`config.mk`:
```
export PLATFORM = sky130hd
export DESIGN_NAME = ttl_mux_store_n
export DESIGN_NICKNAME = d
export VERILOG_FILES = /design/src/rtl/ttl_mux_store_n_pkg.sv /design/src/rtl/ttl_hist_shift.sv /design/src/rtl/ttl_mux_store_n.sv
export SDC_FILE = /design/constraint.sdc
export NUM_CORES = 1
export LEC_CHECK = 0
export BUFFER_PORTS_ARGS = -buffer_cell sky130_fd_sc_hd__buf_2
export CAP_MARGIN = 20
export CORE_MARGIN = 2
export CORE_UTILIZATION = 54
export CTS_BUF_LIST = sky130_fd_sc_hd__clkbuf_8
export DETAILED_ROUTE_END_ITERATION = 10
export PLACE_DENSITY_LB_ADDON = 0.1
export SKIP_LAST_GASP = 1
export SYNTH_ARGS = -nofsm -noshare
export SYNTH_HDL_FRONTEND = slang
export SYNTH_HIERARCHICAL = 1
export SYNTH_SLANG_ARGS = --single-unit
export TNS_END_PERCENT = 1
```
`constraint.sdc`:
```
create_clock -name clk -period 2 [get_ports clk]
set_input_delay 0 -clock clk [delete_from_list [all_inputs] [get_ports clk]]
set_output_delay 0 -clock clk [all_outputs]
set_load 0.02 [all_outputs]
```
`src/rtl/ttl_mux_store_n_pkg.sv`:
```
// Shared definitions for the ttl_mux_store_n block.
//   state_t : control states of the scan/capture FSM (IDLE, SCAN, DONE)
//   clog2   : ceiling log2 used to size select and history index ports;
//             clog2(1) = 0, clog2(2) = 1, clog2(3) = 2, clog2(4) = 2, ...
package ttl_mux_store_n_pkg;

    typedef enum logic [1:0] {
        ST_IDLE = 2'd0,
        ST_SCAN = 2'd1,
        ST_DONE = 2'd2
    } state_t;

    function automatic int clog2(input int value);
        int result;
        int rem;
        result = 0;
        rem    = value - 1;
        while (rem > 0) begin
            result = result + 1;
            rem    = rem >> 1;
        end
        return result;
    endfunction

endpackage

```
`src/rtl/ttl_hist_shift.sv`:
```
// History shift register: keeps the last DEPTH pushed words, newest at 0.
// Ports:
//   clk, rst_n : clock, asynchronous active-low reset (clears all entries)
//   push       : shift all entries up by one and write din at entry 0
//   din        : word to push
//   idx        : read index (0 = newest)
//   dout       : entry[idx] when idx < count, else zero (combinational)
//   count      : number of valid entries, saturates at DEPTH
module ttl_hist_shift
    import ttl_mux_store_n_pkg::*;
#(
    parameter  int WIDTH = 4,
    parameter  int DEPTH = 4,
    localparam int IDXW  = clog2(DEPTH) + 1
) (
    input  logic             clk,
    input  logic             rst_n,
    input  logic             push,
    input  logic [WIDTH-1:0] din,
    input  logic [IDXW-1:0]  idx,
    output logic [WIDTH-1:0] dout,
    output logic [IDXW-1:0]  count
);

    logic [WIDTH-1:0] mem [DEPTH];
    logic [IDXW-1:0]  count_r;

    always_ff @(posedge clk or negedge rst_n) begin
        if (!rst_n) begin
            for (int i = 0; i < DEPTH; i++) begin
                mem[i] <= '0;
            end
            count_r <= '0;
        end else if (push) begin
            mem[0] <= din;
            // The oldest entry falls off the end.
            for (int i = 1; i < DEPTH; i++) begin
                mem[i] <= mem[i-1];
            end
            if (count_r != IDXW'(DEPTH)) begin
                count_r <= count_r + IDXW'(1);
            end
        end
    end

    // Entries beyond the valid count read as zero even if stale data exists.
    always_comb begin
        dout = '0;
        for (int i = 0; i < DEPTH; i++) begin
            if ((idx == IDXW'(i)) && (idx < count_r)) begin
                dout = mem[i];
            end
        end
    end

    assign count = count_r;

endmodule

```
`src/rtl/ttl_mux_store_n.sv`:
```
// Multiplexed word store with auto-scan and capture history.
// A manual load captures channel ws; a scan captures channels 0..NUM_IN-1
// on consecutive cycles and then pulses scan_done. Every capture is also
// pushed into a DEPTH-entry history.
// Ports:
//   clk, rst_n : clock, asynchronous active-low reset
//   ws         : manual channel select (values >= NUM_IN are ignored)
//   din        : packed channels, channel k at [k*WIDTH +: WIDTH]
//   load       : manual capture request (honoured only in IDLE)
//   scan_en    : start a scan (honoured only in IDLE, beats load)
//   hist_idx   : history read index, 0 = newest
//   q          : last captured word
//   hist_q     : history entry at hist_idx, zero when out of range
//   hist_cnt   : number of valid history entries
//   busy       : high while scanning
//   scan_done  : one-cycle pulse after the final scan capture
// DELAY is a simulation-only output delay and has no hardware meaning.
module ttl_mux_store_n
    import ttl_mux_store_n_pkg::*;
#(
    parameter  int WIDTH  = 4,
    parameter  int NUM_IN = 2,
    parameter  int DEPTH  = 4,
    parameter  int DELAY  = 0,
    localparam int SELW   = clog2(NUM_IN),
    localparam int IDXW   = clog2(DEPTH) + 1
) (
    input  logic                    clk,
    input  logic                    rst_n,
    input  logic [SELW-1:0]         ws,
    input  logic [NUM_IN*WIDTH-1:0] din,
    input  logic                    load,
    input  logic                    scan_en,
    input  logic [IDXW-1:0]         hist_idx,
    output logic [WIDTH-1:0]        q,
    output logic [WIDTH-1:0]        hist_q,
    output logic [IDXW-1:0]         hist_cnt,
    output logic                    busy,
    output logic                    scan_done
);

    localparam logic [SELW-1:0] LAST_CH = SELW'(NUM_IN - 1);

    generate
        if (WIDTH < 1 || WIDTH > 32 || NUM_IN < 2 || NUM_IN > 8 ||
            DEPTH < 1 || DEPTH > 16 || DELAY < 0) begin : g_bad_params
            $error("ttl_mux_store_n: parameter out of range");
        end
    endgenerate

    state_t            state;
    logic [SELW-1:0]   cnt;
    logic [WIDTH-1:0]  q_r;
    logic              busy_r;
    logic              done_r;

    logic [WIDTH-1:0]  chan [NUM_IN];
    logic [SELW-1:0]   sel;
    logic [WIDTH-1:0]  sel_word;
    logic              ws_ok;
    logic              push;

    for (genvar k = 0; k < NUM_IN; k++) begin : g_chan
        assign chan[k] = din[k*WIDTH +: WIDTH];
    end

    // ws can exceed NUM_IN-1 when NUM_IN is not a power of two.
    assign ws_ok = {1'b0, ws} < (SELW+1)'(NUM_IN);
    assign sel   = (state == ST_SCAN) ? cnt : ws;

    always_comb begin
        sel_word = '0;
        for (int k = 0; k < NUM_IN; k++) begin
            if (sel == SELW'(k)) begin
                sel_word = chan[k];
            end
        end
    end

    // scan_en wins over load in IDLE; load is ignored outside IDLE.
    assign push = (state == ST_SCAN) ||
                  ((state == ST_IDLE) && !scan_en && load && ws_ok);

    always_ff @(posedge clk or negedge rst_n) begin
        if (!rst_n) begin
            state  <= ST_IDLE;
            cnt    <= '0;
            q_r    <= '0;
            busy_r <= 1'b0;
            done_r <= 1'b0;
        end else begin
            if (push) begin
                q_r <= sel_word;
            end
            done_r <= 1'b0;
            case (state)
                ST_IDLE: begin
                    if (scan_en) begin
                        state  <= ST_SCAN;
                        cnt    <= '0;
                        busy_r <= 1'b1;
                    end
                end
                ST_SCAN: begin
                    if (cnt == LAST_CH) begin
                        state  <= ST_DONE;
                        cnt    <= '0;
                        busy_r <= 1'b0;
                        done_r <= 1'b1;
                    end else begin
                        cnt <= cnt + SELW'(1);
                    end
                end
                ST_DONE: begin
                    // Always pass through IDLE so scans cannot chain.
                    state <= ST_IDLE;
                end
                default: begin
                    state  <= ST_IDLE;
                    cnt    <= '0;
                    busy_r <= 1'b0;
                end
            endcase
        end
    end

    ttl_hist_shift #(
        .WIDTH (WIDTH),
        .DEPTH (DEPTH)
    ) u_hist (
        .clk   (clk),
        .rst_n (rst_n),
        .push  (push),
        .din   (sel_word),
        .idx   (hist_idx),
        .dout  (hist_q),
        .count (hist_cnt)
    );

    assign q         = q_r;
    assign busy      = busy_r;
    assign scan_done = done_r;

endmodule
```
# Yosys cells after proc, flatten, opt, wreduce, memory -nomap -nowiden
# Index checks and enable logic that the tools add are counted.
# Widths: inputs -> output; s select.
dict set report word_totals {
  register_bits 24
  latchBits 0
  ram_bits 0
  rom_bits 0
  input_bits 16
  word_cells 52
  mem_count 0
}
dict set report classes {
  n_addsub 2
  mul 0
  div_mod_pow 0
  n_lt_le_gt_ge 1
  n_eq_ne 8
  n_shift 0
  muxes 17
  bitwise_logic 1
  reduce_logical 14
}
# operator n
set op_table {}
lappend op_table {{$mux 4} 5}
lappend op_table {{$mux 1} 7}
lappend op_table {{$eq 3x2->1 const B} 2}
lappend op_table {{$logic_and 1x1->1} 6}
lappend op_table {{$pmux 1 s3} 2}
lappend op_table {{$reduce_and 2->1} 3}
lappend op_table {{$mux 2} 2}
lappend op_table {{$ne 2x2->1 const B} 2}
lappend op_table {{$pmux 2 s2} 1}
lappend op_table {{$add 3x1->3 const B} 1}
lappend op_table {{$eq 3x1->1 const B} 1}
lappend op_table {{$logic_not 3->1} 1}
lappend op_table {{$lt 3x3->1} 1}
lappend op_table {{$ne 3x3->1 const B} 1}
lappend op_table {{$reduce_and 3->1} 1}
lappend op_table {{$eq 2x1->1 const B} 1}
lappend op_table {{$eq 2x2->1 const B} 1}
lappend op_table {{$logic_not 2->1} 1}
lappend op_table {{$add 1x1->1 const B} 1}
lappend op_table {{$logic_not 1->1} 1}
lappend op_table {{$logic_or 1x1->1} 1}
lappend op_table {{$not 1->1} 1}

# Logic depth before layout (Yosys ltp)
# Gate-level depths: netlist of the first run.
dict set report logic_depth {
  depth_word 6
  ltp_mapped 8
  mapped_depth_nobuf 6
}

# Cells and area by module
# Netlist of the first run, hierarchy kept.
# mod n_inst cells_each area_each_um2 seq_area_each_um2
set by_module_without_submodules {}
lappend by_module_without_submodules {ttl_hist_shift 1 63 935.9 475.5}
lappend by_module_without_submodules {ttl_mux_store_n 1 35 444.2 225.2}

# Least setup slack after synthesis of the first run
# OpenSTA, ideal clock, no wires.
dict set report synth_timing {
  path_kind {register to output}
  start {register u_hist.count_r[1], in the netlist u_hist/count[1]}
  end {output hist_q[0]}
  arrival_time_ns 1.576
  required_ns 2.000
  setup_slack_ns 0.424
  stages_incl_launch_ff 5
  n_path_buf 0
  cell_sequence {dfrtp_1 inv_1 ha_1 a2111o_1 a21boi_1}
}
dict set report synth_via {
  elab_chain_len 6
}
# item line
set synth_rtl {}
lappend synth_rtl {{start, declared} ttl_hist_shift.sv:26} ;# logic [IDXW-1:0] count_r;
lappend synth_rtl {{start signal, assigned} ttl_hist_shift.sv:41} ;# count_r <= count_r + IDXW'(1);
lappend synth_rtl {{$lt 3x3->1 (*)} ttl_hist_shift.sv:50} ;# if ((idx == IDXW'(i)) && (idx < count_r)) begin
lappend synth_rtl {{$logic_and 1x1->1} ttl_hist_shift.sv:50}
lappend synth_rtl {{$mux 4 (3 in series)} ttl_hist_shift.sv:50}
lappend synth_rtl {{$mux 4 (*)} ttl_hist_shift.sv:50}
lappend synth_rtl {{end, declared} ttl_mux_store_n.sv:36} ;# output logic [WIDTH-1:0] hist_q,
# Every way passes the cells marked *; elsewhere a longest branch is shown, timed or not.

# Final worst setup path of the first run
dict set report layout_timing {
  start {register u_hist.count_r[1], in the netlist u_hist/count[1]}
  end {output hist_q[2]}
}
# The elaborated chain is that of the path after synthesis.

==> results.yml, run 1 <==
floorplan:
  dieArea_um2: 2980
  ios: 29
  fp.dieH_um: 54.6
  start_util_pct: 56.2
  core_area_um2: 2450
  rows: 18
  die_w_um: 54.6
timing:
  tightest_slew_ns: 0.598
  skew_ns: 0.00163
  slew_headroom_pct: 60.1
  setup_tns_ns: 0
  min_period_over_period_pct: 86.1
  timing.final.ws_setup_ns: 0.278
  report.final.hold_viol_count: 0
  period_needed_ns: 1.72
  holdWs_ns: 0.0609
  rsz0062_at_grt: "no"
  final_max_slew_viol_count: 0
  setup_viol: 0
  fmax_mhz: 581
drt:
  via_per_inst: 5.30
  ant_nets: 0
  drt_iter0_drc: 8
  drc_errors: 0
  num_vias: 842
  first_pass_iters: 3
  wl_mm: 2.14
  wire_per_inst_um: 13.5
clock_tree:
  post_cts_buffers: 0
  postCtsResizedCells: 0
  root_buffer: "clkbuf_8"
  htree_levels: 1
  clkSinkCount: 28
  tritoncts.num_buffers: 3
  clk_path_buf_depth: 2
  cts.reportedPaths.clkPinSlew_ns: 0.09
  clk_latency_ns: 0.26
  tritoncts: "built"
  cts_hold_buf: 1
critical_path:
  criticalPathCategory: "flip-flop to output port"
  r2r_setup_slack_ns: 0.37
  cp.arrival_ns: 1.72
  critPathCaptureType: "output port"
  required_ns: 2.00
  crit_fanout: 4
  start_kind: "flip-flop"
logic_synthesis:
  syn-num-nets: 118
  avgSynthCellArea_um2: 14.1
  netlist_area_um2: 1380
  ys.warnings.count: 6
  postSynthCellCount: 98
  ys_types: 24
  ys_ff_latch: 28
  seq_area_frac_synth_pct: 50.8
global_routing:
  grt-ovfl-total: 0
  grt_pass1_vias: 756
  grt_pass1_wl_mm: 3.38
  grtUsageTotal_pct: 16.3
  grt_max_degree: 29
  antenna_found_initial: 0
placed_design:
  place_ws_ns: 0.392
  dp_cells: 155
  hpwl_mm: 1.63
  place_area_um2: 1570
  portBuffers: 28
  place.gp.congestion: 0.854
power_and_ir_drop:
  pwr-share-seq_pct: 40.5
  power_density_nw_per_um2: 1630
  clkPwrFrac_pct: 11.0
  switchingPower_uw: 945
  comb_power_share_pct: 48.5
  switching_share_pct: 35.8
  internal-power_mw: 1.69
  peakVddDrop_v: 0.00101
  leakage_nw: 0.776
final_layout:
  diodes: 0
  fin_area_um2: 1620
  areaGrowthSynthToFinish_pct: 17.3
  drive_gt1_share_pct: 47.3
  finalNonFillerCells: 159
  fillers: 198
  final_nets: 151
job:
  maxCapViolCount: 0
min_path:
  hp-class: "input pin to flip-flop"
outcome:
  outcome: "completed"
==> per-stage QoR <==
step           total power, mW  utilization, %
4_1_cts                   2.67            66.0
3_5_place_dp              2.37            63.9
2_1_floorplan             2.02               -
5_1_grt                   2.84            66.0
6_report                  2.64            66.0
3_3_place_gp              2.32            63.9
==> cell usage after synthesis <==
library cell | count | area (um^2)
a2111o_1 | 1 | 11.3
a21boi_1 | 4 | 30.0
xnor2_1 | 1 | 8.76
and2b_2 | 1 | 8.76
mux2_4 | 4 | 60.1
or3_1 | 1 | 6.26
o22ai_1 | 1 | 6.26
a21oi_4 | 1 | 16.3
mux4_1 | 4 | 105
nor2b_1 | 1 | 6.26
a21oi_1 | 5 | 25.0
nand2b_1 | 1 | 6.26
inv_1 | 7 | 26.3
buf_2 | 2 | 10.0
and3b_4 | 1 | 12.5
o21ai_0 | 3 | 15.0
a21boi_0 | 1 | 7.51
and3b_2 | 1 | 10.0
nor2_1 | 2 | 7.51
nand2b_4 | 1 | 13.8
mux2_2 | 20 | 225
ha_1 | 4 | 50.1
dfrtp_1 | 28 | 701
nand2_1 | 3 | 11.3
==> worst max-delay path, cell delays in order (launching register included) <==
cell	delay, ns
dfrtp_1	0.39
inv_1	0.10
ha_1	0.23
a2111o_1	0.42
a21boi_1	0.14
buf_2	0.17
==> power groups by stage <==
| stage | clock network (mW) | registers, mW | logic [mW] |
|---|---|---|---|
| 3_3_place_gp | 0 | 1.06 | 1.26 |
| 2_1_floorplan | 0 | 1.13 | 0.887 |
| 5_1_grt | 0.319 | 1.11 | 1.41 |
| 3_5_place_dp | 0 | 1.08 | 1.29 |
| 6_report | 0.290 | 1.07 | 1.28 |
| 4_1_cts | 0.301 | 1.07 | 1.30 |
==> final cells by class <==
type / instances / area [um^2] / share of cell area, %
Tap cell: 30 / 37.5 / 2.32
Clock buffer: 3 / 41.3 / 2.55
Inverter: 7 / 26.3 / 1.62
Timing Repair Buffer: 30 / 170 / 10.5
Multi-Input combinational cell: 61 / 643 / 39.7
Sequential cell: 28 / 701 / 43.3
==> worst paths after layout <==
| path | from | to | cells after the start |
|---|---|---|---|
| worst max-delay path | u_hist/count[1] | hist_q[2] | 5 |
| worst min-delay path | scan_en | cnt | 4 |
| worst max register to register | state[0] | u_hist/mem[10] | 4 |
| worst min register to register | state[1] | state[0] | 1 |
| max in group asynchronous | rst_n | u_hist/mem[15] | 2 |
| min in group asynchronous | rst_n | u_hist/mem[6] | 2 |
==> layout by cell type, fill, tap and decap left out, types with 2 or more instances in the layout <==
master	n
a21boi_1	4
a21oi_1	5
buf_2	28
clkbuf_8	3
dfrtp_1	28
ha_1	4
inv_1	7
mux2_2	20
mux2_4	4
mux4_1	4
nand2_1	3
nor2_1	2
o21ai_0	3
==> logic make-up (layout without fill, tap and decap cells) <==
group	count (synthesis)	count (layout)	share of synthesized area (%)
buf+inv	9	40	2.63
xor+xnor	1	1	0.635
compound gates	16	16	8.07
simple gates	12	12	5.98
mux	28	28	28.3
fa+ha+maj	4	4	3.63
flops	28	28	50.8
==> sequential cells by signal, indices dropped and copies added, names as in the netlist <==
register	count
scan_done	1
q	4
cnt	1
u_hist/mem	16
state	2
busy	1
u_hist/count	3
==> per-layer routing <==
layer / wire length [um] / global-route usage [%] / vias up
li1: - / - / 420
met1: 1060 / 21.9 / 397
met2: 949 / 26.5 / 23
met3: 115 / 2.73 / 2
met4: 10 / 6.25 / 0
met5: 0 / 0 / -
No activity file was read; power rests on OpenSTA's default activity.
==> run 2, diff against run 1 <==
--- a/config.mk
+++ b/config.mk
@@ -5,8 +5,10 @@
 export SDC_FILE = /design/constraint.sdc
 export NUM_CORES = 1
 export LEC_CHECK = 0
+export ABC_AREA = 1
 export BUFFER_PORTS_ARGS = -buffer_cell sky130_fd_sc_hd__buf_2
 export CAP_MARGIN = 20
+export CORE_ASPECT_RATIO = 2
 export CORE_MARGIN = 2
 export CORE_UTILIZATION = 54
 export CTS_BUF_LIST = sky130_fd_sc_hd__clkbuf_8
==> results.yml, run 2 <==
final_layout:
  fin_area_um2: 1730
  drive_gt1_share_pct: 22.9
  mostFrequentLayoutCells: "nand2_1 (56), dfrtp_1 (28), buf_2 (28)"
  final_common_cell: "nand2_1"
  areaGrowthSynthToFinish_pct: 18.3
  largest_register_ffs: 16
  final_nets: 235
  finalNonFillerCells: 242
  largest_register: "u_hist/mem"
  diodes: 0
clock_tree:
  clk_path_buf_depth: 2
  htree_levels: 1
  tritoncts.num_buffers: 3
  root_buffer: "clkbuf_8"
  cts.reportedPaths.clkPinSlew_ns: 0.09
  clkSinkCount: 28
  clk_latency_ns: 0.27
  tritoncts: "built"
timing:
  setup_viol: 0
  period_needed_ns: 1.79
  tightest_slew_ns: 0.599
  holdWs_ns: 0.0689
  skew_ns: 0.00206
  report.final.hold_viol_count: 0
  final_max_slew_viol_count: 0
  fmax_mhz: 560
  setup_tns_ns: 0
  slew_headroom_pct: 60.1
  min_period_over_period_pct: 89.3
  timing.final.ws_setup_ns: 0.214
  rsz0062_at_grt: "no"
logic_synthesis:
  ys_types: 21
  postSynthCellCount: 180
  synth_top_area_share_pct: 47.8
  netlist_area_um2: 1470
  synthTopCellsByCount: "nand2_1 (56), dfrtp_1 (28), nand3_1 (22)"
  synth_area_leaders: "dfrtp_1 (48%), nand2_1 (14%), nand3_1 (7.5%)"
  synthArstFlopShare_pct: 100
  ys.flop_type: "dfrtp_1"
  avgSynthCellArea_um2: 8.15
  ys.warnings.count: 6
  ys_ff_latch: 28
  syn-num-nets: 200
  seq_area_frac_synth_pct: 47.8
  synth-edff-count: 0
  yosysTopAreaCell: "dfrtp_1"
  synth.most_common_cell: "nand2_1"
drt:
  wl_mm: 2.94
  via_per_inst: 5.34
  num_vias: 1292
  first_pass_iters: 4
  drt_iter0_drc: 30
  wire_per_inst_um: 12.1
  drc_errors: 0
  ant_nets: 0
placed_design:
  portBuffers: 28
  dp_cells: 233
  hpwl_mm: 2.28
  place_area_um2: 1620
  place.gp.congestion: 0.723
  place_ws_ns: 0.328
min_path:
  hp-class: "input pin to flip-flop"
global_routing:
  grt_pass1_wl_mm: 4.63
  use_met2_pct: 37.5
  use_met3_pct: 0.857
  grt_pass1_vias: 1188
  met1_usage_pct: 20.5
  grtUsageTotal_pct: 20.5
  grt_max_degree: 29
  grt-ovfl-total: 0
  antenna_found_initial: 0
  grt_busiest_layer: "met2"
floorplan:
  fp.dieH_um: 77.7
  die_w_um: 40.9
  dieArea_um2: 3170
  start_util_pct: 57.1
  core_area_um2: 2570
  rows: 26
  ios: 29
critical_path:
  crit_fanout: 13
  start_kind: "flip-flop"
  criticalPathCategory: "flip-flop to output port"
  cp.arrival_ns: 1.79
  required_ns: 2.00
  critPathCaptureType: "output port"
power_and_ir_drop:
  power_density_nw_per_um2: 1590
  peakVddDrop_v: 0.00113
  leakage_nw: 0.968
job:
  maxCapViolCount: 0
outcome:
  outcome: "completed"
-- run 2: report_power, final --
| part | switching, mW | internal (mW) | leakage, nW |
|---|---|---|---|
| combinational | 0.880 | 0.508 | 0.593 |
| clock | 0.159 | 0.176 | 0.0288 |
| sequential | 0.197 | 0.844 | 0.347 |
-- run 2: worst max-delay path, cell delays in order (launching register included) --
cell     delay, ns
dfrtp_1       0.37
inv_1         0.07
ha_1          0.32
nand2_1       0.08
inv_1         0.06
nand2_4       0.12
and2_4        0.18
nand3_1       0.07
nand4_1       0.08
buf_2         0.17
-- run 2: stage by stage --
step,utilization [%],total power [mW]
6_report,67.5,2.76
5_1_grt,67.5,3.02
4_1_cts,66.0,2.72
3_5_place_dp,63.1,2.37
3_3_place_gp,63.1,2.32
2_1_floorplan,-,2.04
-- run 2: cell families (layout without fill, tap and decap cells) --
family / after synthesis / after routing / share of synthesized area [%]
flops: 28 / 28 / 47.8
compound gates: 8 / 8 / 3.93
fa+ha+maj: 4 / 4 / 3.41
xor+xnor: 2 / 2 / 1.19
buf+inv: 27 / 61 / 8.02
simple gates: 111 / 111 / 35.7
-- run 2: layout make-up --
type / count / area (um^2)
fillers: 222 / 836
flip-flops and latches: 28 / 701
multi-input cells: 125 / 663
repair buffers: 35 / 198
inverters: 22 / 82.6
clock buffers: 4 / 55.1
well taps: 28 / 35.0
-- run 2: worst paths after layout --
path	from	to	slack [ns]	depth (start not counted)
setup / recovery	u_hist/count[2]	hist_q[2]	0.21	9
hold / removal	din[6]	q[2]	0.07	5
setup reg to reg	state[0]	u_hist/count[2]	0.43	7
hold reg to reg	u_hist/mem[0]	u_hist/mem[0]	0.48	2
max in group asynchronous	rst_n	q[3]	1.34	2
min in group asynchronous	rst_n	u_hist/count[1]	0.27	2
-- run 2: per-layer routing --
| layer | wire length [um] | vias up |
|---|---|---|
| li1 | - | 656 |
| met1 | 1150 | 600 |
| met2 | 1670 | 34 |
| met3 | 91 | 2 |
| met4 | 24 | 0 |
| met5 | 0 | - |
-- run 2: what timing repair did --
item / CTS / global route
gates resized for setup: 0 / 3
buffers inserted: 0 / 3
setup endpoints to repair: 0 / 4
hold buffers: 2 / 0
hold endpoints to repair: 29 / 0
==> run 3, diff against run 2 <==
--- a/config.mk
+++ b/config.mk
@@ -8,9 +8,8 @@
 export ABC_AREA = 1
 export BUFFER_PORTS_ARGS = -buffer_cell sky130_fd_sc_hd__buf_2
 export CAP_MARGIN = 20
-export CORE_ASPECT_RATIO = 2
 export CORE_MARGIN = 2
-export CORE_UTILIZATION = 54
+export CORE_UTILIZATION = 57
 export CTS_BUF_LIST = sky130_fd_sc_hd__clkbuf_8
 export DETAILED_ROUTE_END_ITERATION = 10
 export PLACE_DENSITY_LB_ADDON = 0.1
==> results.yml, run 3 (synthesis results as in run 2) <==
placed_design:
  portBuffers: 28
  hpwl_mm: 2.10
  place.gp.congestion: 0.755
timing:
  setup_tns_ns: 0
  setup_viol: 0
  fmax_mhz: 543
  rsz0062_at_grt: "no"
  period_needed_ns: 1.84
  final_max_slew_viol_count: 0
  report.final.hold_viol_count: 0
  skew_ns: 0.00180
  min_period_over_period_pct: 92.1
  tightest_slew_ns: 0.604
  slew_headroom_pct: 59.7
floorplan:
  dieArea_um2: 2990
  rows: 18
  core_area_um2: 2450
  fp.dieH_um: 54.7
  start_util_pct: 59.7
  die_w_um: 54.7
  ios: 29
global_routing:
  grtUsageTotal_pct: 21.4
  grt_max_degree: 29
  grt-ovfl-total: 0
  grt_pass1_vias: 1057
  antenna_found_initial: 0
  grt_pass1_wl_mm: 4.55
clock_tree:
  clk_latency_ns: 0.27
  htree_levels: 1
  root_buffer: "clkbuf_8"
  tritoncts.num_buffers: 3
  clk_path_buf_depth: 2
  cts.reportedPaths.clkPinSlew_ns: 0.09
  tritoncts: "built"
  clkSinkCount: 28
drt:
  via_per_inst: 5.26
  drt_iter0_drc: 33
  first_pass_iters: 4
  drc_errors: 0
  wl_mm: 2.87
  num_vias: 1277
  wire_per_inst_um: 11.8
  ant_nets: 0
final_layout:
  drive_gt1_share_pct: 22.5
  largest_register: "u_hist/mem"
  largest_register_ffs: 16
  mostFrequentLayoutCells: "nand2_1 (56), dfrtp_1 (28), buf_2 (28)"
  fin_util_pct: 70.4
  final_common_cell: "nand2_1"
  diodes: 0
  areaGrowthSynthToFinish_pct: 17.9
  final_nets: 234
critical_path:
  slowest_stage: "dfrtp_1"
  start_kind: "flip-flop"
  cp.arrival_ns: 1.84
  crit_fanout: 8
  path_cells: "inv_1 -> ha_1 -> a21oi_4 -> buf_4 -> nand4_1 -> nand4_1 -> buf_2"
  required_ns: 2.00
  criticalPathCategory: "flip-flop to output port"
  critPathMaxStageDelay_ns: 0.37
  critPathCaptureType: "output port"
  path_delay_family: "buffers and inverters"
  path_buf_inv: 3
  r2r_setup_slack_ns: 0.45
  cpMostUsedCell: "nand4_1"
job:
  maxCapViolCount: 0
power_and_ir_drop:
  peakVddDrop_v: 0.00121
  leakage_nw: 0.964
  power_density_nw_per_um2: 1610
min_path:
  hp-class: "input pin to flip-flop"
outcome:
  outcome: "completed"
## run 3: cell count changes in the layout (fill, tap and decap cells not counted)
cell   change
buf_4      -1
## run 3: layout make-up
type / count / area [um^2]
Fill cell: 214 / 726
Multi-Input combinational cell: 125 / 663
Timing Repair Buffer: 34 / 190
Tap cell: 30 / 37.5
Sequential cell: 28 / 701
Inverter: 22 / 82.6
Clock buffer: 4 / 55.1
## run 3: report_power, final
part	switching, mW	internal [mW]	total, mW	leakage [nW]
clock	0.165	0.176	0.341	0.0288
combinational	0.885	0.498	1.38	0.588
sequential	0.209	0.844	1.05	0.347
total	1.26	1.52	2.78	0.964
## run 3: path summary, 6_finish.rpt
path,from,end,cells after the start
hold / removal,din[7],q[3],5
hold reg to reg,u_hist/mem[3],u_hist/mem[3],2
min in group asynchronous,rst_n,u_hist/count[0],2
setup / recovery,u_hist/count[2],hist_q[1],7
max in group asynchronous,rst_n,u_hist/mem[1],2
setup reg to reg,state[0],u_hist/count[2],7
## run 3: metrics by stage
step                total power [mW]  instance area, um^2  cells  setup WS [ns]  hold slack (ns)
detailed placement              2.36                 1620    235          0.385           0.0431
global placement                2.30                 1620    235          0.452           0.0300
finish                          2.78                 1730    243          0.158           0.0669
global route                    3.03                 1730    243         0.0437           0.0766
floorplan                       2.04                 1470    180          0.427           -0.296
CTS                             2.71                 1700    241         0.0773           0.0572
## run 3: tightest hold or removal path, delay by kind of cell
| kind | cells | cell delay [ns] |
|---|---|---|
| buffers and inverters | 2 | 0.10 |
| and+or+nand+nor | 3 | 0.21 |
## run 3: what timing repair did
action,CTS,global route
setup endpoints to repair,0,4
resized for setup,0,3
hold endpoints to repair,30,0
hold buffers,2,0
setup buffers,0,2
## run 3: layer usage
layer  global-route usage [%]  wire length [um]
met5                        0                 0
met4                     8.75                59
met3                     1.64               145
met2                     35.3              1310
met1                     29.0              1350
